==> src/rtl/sb_tx_framer.sv <==
// USB4 sideband transmit framer: builds AT/LT frames with DLE stuffing and CRC-16,
// then serializes each symbol as start bit, 8 data bits LSB-first, stop bit.
module sb_tx_framer #(
  parameter int          BIT_CYCLES = 1,
  parameter int          DATA_BYTES = 3,
  parameter logic [15:0] CRC_INIT   = 16'hFFFF,
  parameter logic [7:0]  DLE_SYM    = 8'hFE,
  parameter logic [7:0]  ETX_SYM    = 8'h40
) (
  input  logic                    sb_clk,
  input  logic                    rst,
  input  logic                    at_req,
  input  logic                    at_cmd,
  input  logic [7:0]              at_addr,
  input  logic                    at_rw,
  input  logic [6:0]              at_len,
  input  logic                    at_with_data,
  input  logic [8*DATA_BYTES-1:0] at_data,
  input  logic                    lt_req,
  input  logic [7:0]              lt_lse,
  input  logic                    disconnect,
  output logic                    busy,
  output logic                    done,
  output logic                    sbtx
);

  localparam int         IDX_W    = (DATA_BYTES > 1) ? $clog2(DATA_BYTES) : 1;
  localparam logic [IDX_W-1:0] IDX_LAST = IDX_W'(DATA_BYTES - 1);
  localparam logic [3:0] BC_LAST  = 4'(BIT_CYCLES - 1);

  typedef enum logic [3:0] {
    IDLE, DLE1, STX, ADDR, HDR, DATA, CRC_LO, CRC_HI, DLE2, ETX,
    LT_DLE, LT_LSE, LT_CLSE
  } state_t;

  typedef struct packed {
    logic                    cmd;
    logic [7:0]              addr;
    logic                    rw;
    logic [6:0]              len;
    logic                    wd;
    logic [8*DATA_BYTES-1:0] data;
    logic [7:0]              lse;
  } req_t;

  state_t           state_q, state_d, nxt_st;
  logic             busy_q, busy_d;
  logic             done_q, done_d;
  logic [3:0]       bit_cnt_q, bit_cnt_d;
  logic [3:0]       cyc_cnt_q, cyc_cnt_d;
  logic [IDX_W-1:0] idx_q, idx_d;
  logic             stuff_q, stuff_d;
  logic [15:0]      crc_q, crc_d;
  logic [7:0]       sym_q, sym_d, nxt_byte;
  req_t             req_q, req_d;
  logic             accept;

  // CRC-16 poly 8005, message bits consumed LSB-first within each byte
  function automatic logic [15:0] crc_byte(input logic [15:0] crc, input logic [7:0] b);
    logic [15:0] c;
    c = crc;
    for (int i = 0; i < 8; i++) begin
      if (c[15] ^ b[i]) c = {c[14:0], 1'b0} ^ 16'h8005;
      else              c = {c[14:0], 1'b0};
    end
    return c;
  endfunction

  function automatic logic [7:0] sym_byte(input state_t st, input logic [IDX_W-1:0] idx,
                                          input req_t r, input logic [15:0] crc);
    logic [7:0] b;
    b = DLE_SYM;
    case (st)
      STX:     b = r.cmd ? 8'h05 : 8'h04;
      ADDR:    b = r.addr;
      HDR:     b = {r.rw, r.len};
      DATA:    b = r.data[{idx, 3'b000} +: 8];
      CRC_LO:  b = crc[7:0];
      CRC_HI:  b = crc[15:8];
      ETX:     b = ETX_SYM;
      LT_LSE:  b = r.lse;
      LT_CLSE: b = ~r.lse;
      default: b = DLE_SYM;
    endcase
    return b;
  endfunction

  function automatic logic is_stuffable(input state_t st);
    return (st == ADDR) || (st == HDR) || (st == DATA) || (st == CRC_LO) || (st == CRC_HI);
  endfunction

  function automatic logic feeds_crc(input state_t st);
    return (st == STX) || (st == ADDR) || (st == HDR) || (st == DATA);
  endfunction

  assign accept = (state_q == IDLE) && !disconnect && (lt_req || at_req);

  always_comb begin
    state_d   = state_q;
    busy_d    = busy_q;
    done_d    = 1'b0;
    bit_cnt_d = bit_cnt_q;
    cyc_cnt_d = cyc_cnt_q;
    idx_d     = idx_q;
    stuff_d   = stuff_q;
    crc_d     = crc_q;
    sym_d     = sym_q;
    req_d     = req_q;
    nxt_st    = state_q;
    nxt_byte  = sym_q;
    if (disconnect) begin
      state_d   = IDLE;
      busy_d    = 1'b0;
      bit_cnt_d = '0;
      cyc_cnt_d = '0;
      idx_d     = '0;
      stuff_d   = 1'b0;
      crc_d     = CRC_INIT;
    end else if (accept) begin
      req_d     = '{cmd: at_cmd, addr: at_addr, rw: at_rw, len: at_len,
                    wd: at_with_data, data: at_data, lse: lt_lse};
      state_d   = lt_req ? LT_DLE : DLE1;
      busy_d    = 1'b1;
      bit_cnt_d = '0;
      cyc_cnt_d = '0;
      idx_d     = '0;
      stuff_d   = 1'b0;
      crc_d     = CRC_INIT;
      sym_d     = DLE_SYM;
    end else if (busy_q) begin
      if (cyc_cnt_q != BC_LAST) begin
        cyc_cnt_d = cyc_cnt_q + 4'd1;
      end else begin
        cyc_cnt_d = '0;
        if (bit_cnt_q != 4'd9) begin
          bit_cnt_d = bit_cnt_q + 4'd1;
        end else begin
          bit_cnt_d = '0;
          // A DLE inside the body is resent once; the copy never touches the CRC
          if (is_stuffable(state_q) && (sym_q == DLE_SYM) && !stuff_q) begin
            stuff_d = 1'b1;
          end else begin
            stuff_d = 1'b0;
            case (state_q)
              DLE1:    nxt_st = STX;
              STX:     nxt_st = ADDR;
              ADDR:    nxt_st = HDR;
              HDR: begin
                nxt_st = req_q.wd ? DATA : CRC_LO;
                idx_d  = '0;
              end
              DATA: begin
                if (idx_q == IDX_LAST) nxt_st = CRC_LO;
                else begin
                  nxt_st = DATA;
                  idx_d  = idx_q + 1'b1;
                end
              end
              CRC_LO:  nxt_st = CRC_HI;
              CRC_HI:  nxt_st = DLE2;
              DLE2:    nxt_st = ETX;
              LT_DLE:  nxt_st = LT_LSE;
              LT_LSE:  nxt_st = LT_CLSE;
              default: nxt_st = IDLE;
            endcase
            state_d = nxt_st;
            if (nxt_st == IDLE) begin
              busy_d = 1'b0;
              done_d = 1'b1;
            end else begin
              nxt_byte = sym_byte(nxt_st, idx_d, req_q, crc_q);
              sym_d    = nxt_byte;
              if (feeds_crc(nxt_st)) crc_d = crc_byte(crc_q, nxt_byte);
            end
          end
        end
      end
    end
  end

  always_ff @(posedge sb_clk or negedge rst) begin
    if (!rst) begin
      state_q   <= IDLE;
      busy_q    <= 1'b0;
      done_q    <= 1'b0;
      bit_cnt_q <= '0;
      cyc_cnt_q <= '0;
      idx_q     <= '0;
      stuff_q   <= 1'b0;
      crc_q     <= CRC_INIT;
    end else begin
      state_q   <= state_d;
      busy_q    <= busy_d;
      done_q    <= done_d;
      bit_cnt_q <= bit_cnt_d;
      cyc_cnt_q <= cyc_cnt_d;
      idx_q     <= idx_d;
      stuff_q   <= stuff_d;
      crc_q     <= crc_d;
    end
  end

  always_ff @(posedge sb_clk) begin
    req_q <= req_d;
    sym_q <= sym_d;
  end

  // Line is forced idle whenever no frame is active, including during reset
  always_comb begin
    sbtx = 1'b1;
    if (busy_q) begin
      if (bit_cnt_q == 4'd0)      sbtx = 1'b0;
      else if (bit_cnt_q == 4'd9) sbtx = 1'b1;
      else                        sbtx = sym_q[3'(bit_cnt_q - 4'd1)];
    end
  end

  assign busy = busy_q;
  assign done = done_q;

endmodule

==> config.mk <==
export PLATFORM = sky130hd
export DESIGN_NAME = sb_tx_framer
export DESIGN_NICKNAME = d
export VERILOG_FILES = /design/src/rtl/sb_tx_framer.sv
export SDC_FILE = /design/constraint.sdc
export NUM_CORES = 1
export LEC_CHECK = 0
export ABC_AREA = 1
export CAP_MARGIN = 20
export CORE_MARGIN = 5
export CORE_UTILIZATION = 45
export CTS_CLUSTER_DIAMETER = 40
export DETAILED_ROUTE_END_ITERATION = 6
export GPL_ROUTABILITY_DRIVEN = 0
export PLACE_DENSITY = 0.65
export SETUP_SLACK_MARGIN = 0.05
export SLEW_MARGIN = 20
export SYNTH_ARGS = -nofsm -noshare
export SYNTH_HDL_FRONTEND = slang
export SYNTH_SLANG_ARGS = --single-unit
==> constraint.sdc <==
create_clock -name sb_clk -period 15.6 [get_ports sb_clk]
set_input_delay 3.12 -clock sb_clk [delete_from_list [all_inputs] [get_ports sb_clk]]
set_output_delay 3.12 -clock sb_clk [all_outputs]
set_load 0.05 [all_outputs]
**After elaboration in Yosys (flattened, before gate mapping)**

Cells that the tools add are included.

- Output and inout bits: 3
- Register bits: 91

- Reduce and logical (&&, ||, !) cells: 27
- Shift operators: 1
- Muxes and demuxes: 150
- Equality and inequality tests: 31
- $lt $le $gt $ge: 1
- Bitwise logic cells: 18
- Add/sub/neg operators: 4

Operators with widths:

| cell | count |
|---|---|
| 16-bit 2-to-1 mux | 72 |
| 8-bit 2-to-1 mux | 12 |
| 4-bit 2-to-1 mux | 22 |
| 8-bit case mux with 9 select lines | 1 |
| 4-bit case mux with 10 select lines | 1 |
| 4-bit by 3-bit equality test with 1-bit output, second input constant | 8 |
| 2-bit 2-to-1 mux | 15 |
| 4-bit equality test, second input constant | 7 |
| 1-bit 2-to-1 mux | 25 |
| 3-bit inverter | 8 |
| 24-bit by 6-bit variable part select with 8-bit output | 1 |
| 4-bit by 2-bit equality test with 1-bit output, second input constant | 4 |
| 4-bit logical NOT | 3 |
| 3-bit != test, second input constant | 4 |
| 6-bit AND reduction | 2 |
| 4-bit by 1-bit adder with 4-bit output, second input constant | 2 |
| 8-bit equality test, second input constant | 1 |
| 1-bit logical OR | 8 |
| 2-bit != test, second input constant | 4 |
| 8-bit inverter | 1 |
| 1-bit XOR | 8 |
| 3-bit nonzero test | 2 |
| 4-bit by 1-bit equality test with 1-bit output, second input constant | 1 |
| 1-bit logical AND | 4 |
| 14 further kinds | 16 |

**Longest topological paths before layout**

Gate-level depths: netlist of the first run.

- Word-level depth: 102
- Gate-level depth with buffers: 27

**Least setup slack after synthesis of the first run**

Ideal clock, no wire load.

- Path type: input -> register
- From: input disconnect
- To: register crc_q[12]
- Slack: 5683 ps
- Buffers on the path: 2
- Stages on the path: 7
- Data required time: 15521 ps
- Library setup time: 79 ps
- Data arrival time: 9838 ps
- Cells stage by stage: nor4_1 -> nor2_1 -> inv_1 -> clkbuf_1 -> buf_2 -> a21oi_1 -> o21ai_0

- Cells in the longest elaborated chain, start to end: 5

RTL lines:

| item | RTL line | source |
|---|---|---|
| start, declared | 21 | `input logic disconnect,` |
| 1-bit logical NOT | 96 | `assign accept = (state_q == IDLE) && !disconnect && (lt_req \|\| at_req);` |
| 1-bit logical AND (2 in series) | 96 |  |
| 3-bit != test (no source line) (tied with other cells) | - |  |
| 6-bit AND reduction (no source line) or 16-bit 2-to-1 mux (tied branches) | - |  |
| end signal, assigned | 199 | `crc_q <= crc_d;` |
| end, declared | 53 | `logic [15:0] crc_q, crc_d;` |

Several ways; a longest one is shown, not always the timed one.
A chain may end at the register's enable or synchronous reset.

**Worst setup path in the final report of the first run**

- From: register bit_cnt_q[0]
- To: output sbtx

- Cells in the longest elaborated chain, start to end: 6

RTL lines:

| item | RTL line | source |
|---|---|---|
| start, declared | 49 | `logic [3:0] bit_cnt_q, bit_cnt_d;` |
| start signal, assigned | 195 | `bit_cnt_q <= bit_cnt_d;` |
| 3-bit by 1-bit subtractor with 3-bit output | 214 | `else sbtx = sym_q[3'(bit_cnt_q - 4'd1)];` |
| 1-bit binary-select mux with 3-bit select | 214 |  |
| 1-bit 2-to-1 mux (not written as such) | 214 |  |
| 1-bit 2-to-1 mux | 213 | `else if (bit_cnt_q == 4'd9) sbtx = 1'b1;` |
| 1-bit 2-to-1 mux * | 212 | `if (bit_cnt_q == 4'd0) sbtx = 1'b0;` |
| 1-bit 2-to-1 mux * | 211 | `if (busy_q) begin` |
| end, declared | 24 | `output logic sbtx` |

Every way passes the cells marked *; elsewhere a longest branch is shown, timed or not. The select of a mux whose other input is x is not followed.

==> metrics, run 1 <==
Sw Share 43.82%; # hold bufs at CTS 0; Worst-path clk slew 90 ps; CTS Buf Count 9; most frequent cell after synthesis nand2_1; die height 111.6 um; Sink Count 91; top cells by area, synth edfxtp_1 (37%), dfrtp_1 (9.2%), dfstp_2 (9.0%); Achievable Freq 0.1681 GHz; H-tree level count 3; Area Overhead vs Synth 19.92%; Post-Syn Area per Cell 9.445 um2; cell mode on critical path inv_1; Seq/Total Area, Yosys 55.68%; vias in the first global route 3652; Sw Pwr 398.5 uW; DRT Pass-1 Iters 5; Via density 5.219; # setup viols final 0; XOR/XNOR share of the synthesized area 2.073%; grt ovf 0; leakage power 0.002227 uW; Die Span X 111.6 um; area post-placement 5391 um2; PortBufs 57; setup TNS 0 ps; min cycle time layout 5948 ps; Mapped Nets 554; Seq cells post-synth 91; share of cells above drive strength 1 14.01%; worst-margin pin slew 727.9 ps; R2R depth 11; Compound-Gate Fraction of Synth Area 11.79%; setup ws final 9652 ps; DR iter-0 viols 258; drt wl/cell 15.32 um; Synth Area in Adders 1.885%; worst path cell trace inv_1 > ha_1 > inv_1 > o21ai_0 > o22ai_1 > inv_1 > o211ai_1 > nand2_1 > nand2_1 > clkdlybuf4s50_1; largest delay contributor family on the critical path buffers and inverters; Setup Crit Path Kind flip-flop to output pin; # fillers 962; crit path max-delay cell type clkdlybuf4s50_1; antenna fix cells 0; Final nets 621; initial antenna violation count 0; CTS root buf clkbuf_8; main combinational cell family by area after synthesis simple AND/OR/NAND/NOR gates; share of the synthesized area in the top cell type 37.48%; most instantiated cells after synthesis nand2_1 (92), edfxtp_1 (58), inv_1 (49); die area 12460 um2; clk_skew 13.78 ps; Post-synth EDFFs 58; Primary FF master, synth edfxtp_1; Seq pwr share 35.1%; Yosys warnings 0; Slew Limit Fails 0; pwr/cell area 163.2 nW/um2; post-synthesis mux area share 0%; vias 3653; Worst Path Buf+Inv 4; hold path depth 2; Total Routing Usage GR 17.97%; peak supply drop 0.07265 mV; Synth area leader edfxtp_1; Register Area 2587 um2; count of cell types in the netlist 45; share of flip-flops with an asynchronous set or reset 36.26%; largest net degree at the start of global routing 54; Final Instance Area 5573 um2; Cell Int Power 510.8 uW; Multi-input gate area 1812 um2; status finished, final reports clean; number of setup buffers added after CTS 0; synthesized area 4647 um2; Core ar. 10180 um2; critical path depth 10; Logic pwr share 48.5%; CP Capture Type output pin; Hold/Removal Path Class flip-flop to flip-flop; unrepaired setup endpoints after global routing false; first-pass GRT wire length 17.94 mm; clock buffer depth 2; WL final 10.72 mm; Syn Inst Count 492; cts repair resizes 0; Initial Util 45.63%; CP Max Fanout 8; io pins 58; critical path required time 12480 ps; Tcrit/Tclk final 38.13%; DRC Markers 0; worst endpoint data arrival time 2830 ps; Detailed Place HPWL 8.085 mm; TritonCTS clock tree done; clk_lat worst skew 370 ps; clock share of power 16.3%; Max-slew headroom 51.42%; maxcap violations 0; Site Rows 37; area share of and/or/nand/nor cells after synthesis 23.10%; Post-DRT Antenna Nets 0; Worst Setup Start Kind flip-flop; pre-CTS setup slack 9442 ps; final-report hold violation count 0; crit-path max cell delay 800 ps
[cells in the final DEF (no fill, tap or decap), types with 2 or more instances in the layout]
master           instances
a21oi_1                 26
nor3_1                   9
edfxtp_1                58
nand4_1                  8
inv_1                   49
nand2_4                  5
clkbuf_8                 9
a22oi_1                  3
dfrtp_1                 17
nand2_1                 92
inv_2                   11
nand3b_1                 3
o21ai_0                 42
o21ai_1                  4
clkdlybuf4s50_1         57
nand2_2                 11
dfstp_2                 16
nor2_2                   5
clkinvlp_4               2
inv_6                    2
xor2_1                   7
ha_1                     7
o21ai_2                  2
buf_4                    3
o211ai_1                 2
a221oi_1                 3
nand3_1                 42
o22ai_1                  3
nor2_1                  37
nand3_2                  5
xnor2_1                  4
[power by group through the flow]
stage                     clock [uW]  sequential [uW]  combinational [uW]
after floorplan                    0              325                 335
after global placement             0              323                 429
after detailed placement           0              325                 439
after CTS                        153              320                 440
after global routing             163              323                 501
final                            149              320                 441
[metal layers]
layer / part of all wire, % / global-route usage [%] / vias to the layer above
met5: 0 / 0 / -
met4: 1.7 / 6.650 / 0
met3: 4.4 / 3.859 / 14
met2: 47 / 28.74 / 87
met1: 46 / 24.11 / 1732
li1: - / - / 1820
[path summary, 6_finish.rpt]
path                              end  slack [ps]          from
setup / recovery                 sbtx        9650  bit_cnt_q[0]
setup reg to reg           state_q[1]       12230    state_q[2]
max in group asynchronous    crc_q[3]       12060           rst
hold reg to reg             crc_q[13]         520     crc_q[13]
hold / removal              crc_q[13]         520     crc_q[13]
min in group asynchronous  state_q[2]        3170           rst
[worst register-to-register path, stage by stage, from the launching register on]
cell	delay, ps
dfrtp_1	470
nor2_1	410
inv_1	110
nor4_2	140
buf_4	560
nor2_1	280
inv_1	610
nor2_1	180
a21oi_1	250
o21ai_0	120
o21ai_0	100
inv_1	50
[metrics by stage]
| stage | power [uW] | utilization, % | hold slack (ps) | instances |
|---|---|---|---|---|
| after floorplan | 660.1 | - | 481.0 | 492 |
| after global placement | 752.7 | 52.94 | 505.2 | 683 |
| after detailed placement | 763.4 | 52.94 | 510.2 | 683 |
| after CTS | 912.5 | 54.67 | 525.7 | 699 |
| after global routing | 986.6 | 54.72 | 556.2 | 700 |
| final | 909.2 | 54.72 | 524.3 | 700 |
[kinds of logic (layout without fill, tap and decap cells)]
kind of cell	Yosys count	count (layout)
compound gates	94	94
xor+xnor	11	11
simple gates	223	223
buf+inv	66	138
flops	91	91
fa+ha+maj	7	7
[area by class of cell]
cell class / count / area share, %
sequential: 91 / 46.43
multi-input combinational: 335 / 32.51
timing repair buffer: 61 / 10.73
inverter: 61 / 4.109
tap: 136 / 3.053
clock buffer: 10 / 2.290
clock inverter: 6 / 0.8756
[registers in the layout, summed over array words and instances (netlist names)]
register,count
bit_cnt_q,4
busy,1
crc_q,16
cyc_cnt_q,4
done,1
idx_q,2
req_q,50
state_q,4
stuff_q,1
sym_q,8
No activity file was read; power rests on OpenSTA's default activity.
==> run 2: changes to the inputs <==
Settings changed: PLACE_DENSITY 0.65 to 0.67.
Clock period 15.6 ns to 4.9 ns, I/O delays scaled along.
==> metrics, run 2 (synthesized netlist as in run 1, its figures left out) <==
Initial Util 45.63%; Core ar. 10180 um2; setup ws final 1162 ps; clock buffer depth 2; Largest Register req_q; io pins 58; peak supply drop 0.2494 mV; die area 12460 um2; Sink Count 91; placed insts 683; min cycle time layout 3738 ps; Hold Path End crc_q[13]; DRC Markers 0; DRT Pass-1 Iters 5; first-pass GRT wire length 17.55 mm; max FFs per register 50; crit-path max cell delay 800 ps; Worst-path clk slew 100 ps; status finished, final reports clean; Total Routing Usage GR 17.49%; cts repair resizes 0; maxcap violations 0; Area Overhead vs Synth 20.57%; TritonCTS clock tree done; # setup viols final 0; pre-CTS setup slack 1452 ps; hold path start crc_q[13]; most common cell after layout, fill and taps aside nand2_1; critical path required time 3920 ps; die height 111.6 um; vias 3664; share of cells above drive strength 1 14.03%; pwr/cell area 522.0 nW/um2; CP Max Fanout 8; drt wl/cell 14.96 um; DR iter-0 viols 229; hold path depth 2; number of setup buffers added after CTS 0; biggest regs req_q: 50 flops, crc_q: 16 flops, sym_q: 8 flops; largest delay contributor family on the critical path buffers and inverters; Achievable Freq 0.2675 GHz; Worst Setup Start Kind flip-flop; R2R depth 24; worst endpoint data arrival time 2760 ps; Detailed Place HPWL 7.784 mm; Site Rows 37; final-report hold violation count 0; Max-slew headroom 35.09%; Tcrit/Tclk final 76.29%; CTS root buf clkbuf_8; Slew Limit Fails 0; Post-DRT Antenna Nets 0; initial antenna violation count 0; # hold bufs at CTS 0; clk_lat worst skew 380 ps; CTS Buf Count 9; cell mode on critical path inv_1; worst path cell trace inv_1 > ha_1 > inv_1 > o21ai_0 > o22ai_1 > inv_1 > o211ai_1 > nand2_1 > nand2_1 > clkdlybuf4s50_1; flop-to-flop setup slack 1660 ps; PortBufs 57; commonest non-fill, non-tap cells in the layout nand2_1 (92), edfxtp_1 (58), clkdlybuf4s50_1 (57), inv_1 (49); vias in the first global route 3617; WL final 10.46 mm; Final nets 620; Die Span X 111.6 um; Worst Path Buf+Inv 4; setup TNS 0 ps; worst-margin pin slew 963.4 ps; worst hold slack 529.6 ps; antenna fix cells 0; reg-to-reg startpoint idx_q[1]; grt ovf 0; largest net degree at the start of global routing 53; Setup Crit Path Kind flip-flop to output pin; R2R Path End crc_q[3]; H-tree level count 3; post-route non-filler standard cell count 699; unrepaired setup endpoints after global routing false; CP Capture Type output pin; clk_skew 17.71 ps; crit path max-delay cell type clkdlybuf4s50_1; Hold/Removal Path Class flip-flop to flip-flop; leakage power 0.002240 uW; Via density 5.242
[run 2: cell count changes in the layout (fill, tap and decap cells not counted)]
| cell | before | now |
|---|---|---|
| clkbuf_1 | 1 | 0 |
| clkinv_2 | 1 | 0 |
| nor4_2 | 1 | 0 |
| clkinv_4 | 0 | 2 |
| clkinvlp_4 | 2 | 0 |
| nor4_4 | 0 | 1 |
| clkbuf_2 | 1 | 0 |
| clkinv_8 | 0 | 2 |
[run 2: worst max-delay path by stage]
stage	start	end	slack, ps	depth (start not counted)
final	bit_cnt_q[0]	sbtx	1160	10
after global routing	bit_cnt_q[0]	sbtx	890	10
after CTS	bit_cnt_q[0]	sbtx	1140	10
after detailed placement	disconnect	sym_q[4]	1450	5
after global placement	disconnect	sym_q[3]	1500	5
after floorplan	at_req	crc_q[12]	870	8
[run 2: layout make-up]
cell class                 instances  area (um2)
fill                             940        4582
sequential                        91        2587
multi-input combinational        335        1821
timing repair buffer              60       593.1
inverter                          61       229.0
tap                              136       170.2
clock buffer                       9       123.9
clock inverter                     7       78.83
[run 2: routing by layer]
| layer | GRT usage [%] | wire, um | vias up |
|---|---|---|---|
| li1 | - | - | 1819 |
| met1 | 23.12 | 4750 | 1736 |
| met2 | 28.54 | 5023 | 98 |
| met3 | 3.913 | 526 | 11 |
| met4 | 5.921 | 156 | 0 |
| met5 | 0 | 0 | - |
[run 2: tightest hold or removal path, stage by stage (launching register included)]
cell and delay (ps):
dfstp_2 390, inv_1 60, o21ai_0 80
[run 2: per-stage QoR]
step           util (%)  power [uW]  instance area (um2)
6_report          55.01        2925                 5603
5_1_grt           55.01        3151                 5603
4_1_cts           55.01        2925                 5603
3_5_place_dp      53.02        2418                 5400
3_3_place_gp      53.02        2399                 5400
2_1_floorplan         -        2098                 4662
[run 2: report_power, final]
part	internal [uW]	switching, uW	leakage [uW]
clock	202	305	0.000102
sequential	954	62.3	0.000929
combinational	482	921	0.00121
==> run 3: changes to the inputs <==
Settings changed: PLACE_DENSITY 0.67 to 0.65.
Clock period 4.9 ns to 3.7 ns, I/O delays scaled along.
==> metrics, run 3 (synthesized netlist as in run 1, its figures left out) <==
vias in the first global route 3673; status finished, final reports clean; DRT Pass-1 Iters 5; Slew Limit Fails 0; Setup Crit Path Kind flip-flop to flip-flop; share of cells above drive strength 1 14.87%; Max-slew headroom 42.28%; Worst Setup Start Kind flip-flop; io pins 58; max FFs per register 50; Site Rows 37; Area Overhead vs Synth 21.27%; clock buffer depth 2; Sink Count 91; Final Instance Area 5635 um2; biggest regs req_q: 50 flops, crc_q: 16 flops, sym_q: 8 flops; clk_skew 18.45 ps; setup ws final 385.0 ps; pwr/cell area 702.9 nW/um2; worst hold slack 531.1 ps; # hold bufs at CTS 0; grt ovf 0; H-tree level count 3; clk_lat worst skew 370 ps; number of setup buffers added after CTS 0; Achievable Freq 0.3017 GHz; CTS root buf clkbuf_8; Initial Util 45.63%; critical path required time 4000 ps; area post-placement 5425 um2; drt wl/cell 15.94 um; min cycle time layout 3315 ps; worst-margin pin slew 863.1 ps; antenna fix cells 0; PortBufs 57; Final nets 622; Core ar. 10180 um2; DRC Markers 0; Via density 5.342; Largest Register req_q; Detailed Place HPWL 8.375 mm; initial antenna violation count 0; CP Max Fanout 10; largest net degree at the start of global routing 52; final-report hold violation count 0; TritonCTS clock tree done; first-pass GRT wire length 18.24 mm; DR iter-0 viols 243; Worst-path clk slew 120 ps; Hold/Removal Path Class flip-flop to flip-flop; leakage power 0.002257 uW; commonest non-fill, non-tap cells in the layout nand2_1 (92), edfxtp_1 (58), clkdlybuf4s50_1 (56), inv_1 (49), nand3_1 (42); WL final 11.18 mm; worst endpoint data arrival time 3610 ps; unrepaired setup endpoints after global routing false; CP Capture Type flip-flop; maxcap violations 0; setup TNS 0 ps; # fillers 940; CTS Buf Count 9; Tcrit/Tclk final 89.59%; placed insts 685; die height 111.6 um; most common cell after layout, fill and taps aside nand2_1; pre-CTS setup slack 503.7 ps; # setup viols final 0; peak supply drop 0.3333 mV; vias 3745; Die Span X 111.6 um; die area 12460 um2; Total Routing Usage GR 18.20%; Post-DRT Antenna Nets 0; post-route non-filler standard cell count 701
==> run 3: layout make-up <==
class                   instances  area [um2]  area share, %
flip-flops and latches         91        2587          45.91
multi-input cells             335        1833          32.53
repair buffers                 62       610.6          10.83
inverters                      61       229.0          4.063
well taps                     136       170.2          3.020
clock buffers                   9       123.9          2.198
clock inverters                 7       81.33          1.443
==> run 3: critical path, stage by stage, from the launching register on <==
cell	delay, ps
dfrtp_1	540
inv_2	90
nand2_1	180
nor2_1	80
nand2_1	100
nand2_4	120
nor2_2	210
nand2_1	110
inv_2	110
nand2_1	60
o21ai_1	90
nor3_1	60
nand3_1	150
xor2_1	230
nand3_1	170
nand2_2	170
nand2_4	80
nand2_4	90
nand2_1	80
nand3_1	100
nand3_1	120
nand2_1	120
nand2_1	50
nand3_1	60
nand2_1	50
==> run 3: path summary, 6_finish.rpt <==
kind	cells after the start	endpoint	startpoint	slack, ps
max in group asynchronous	2	crc_q[10]	rst	2020
setup / recovery	24	crc_q[15]	state_q[1]	380
hold / removal	2	crc_q[13]	crc_q[13]	530
setup reg to reg	24	crc_q[15]	state_q[1]	380
hold reg to reg	2	crc_q[13]	crc_q[13]	530
min in group asynchronous	1	cyc_cnt_q[3]	rst	840
==> run 3: routing by layer <==
layer / GRT usage, % / vias up / wire, um
met5: 0 / - / 0
met4: 5.839 / 0 / 184
met3: 4.022 / 15 / 654
met2: 30.82 / 146 / 5500
met1: 23.25 / 1762 / 4836
li1: - / 1822 / -
==> run 3: per-stage QoR <==
stage / total power (uW) / util (%)
final: 3961 / 55.33
after global routing: 4219 / 55.33
after CTS: 3952 / 55.28
after detailed placement: 3262 / 53.27
after global placement: 3187 / 53.27
after floorplan: 2784 / -
==> run 3: power breakdown <==
part           total (uW)  internal [uW]  leakage [uW]  switching [uW]
Sequential           1350           1260      0.000929            89.5
Combinational        1930            644       0.00122            1290
Clock                 680            270      0.000103             410
Total                3960           2180       0.00226            1780
==> run 3: what timing repair did <==
item | in CTS | in global routing
endpoints found under the setup margin | 0 | 3
endpoints found under the hold margin | 0 | 0
gates resized for setup | 0 | 2
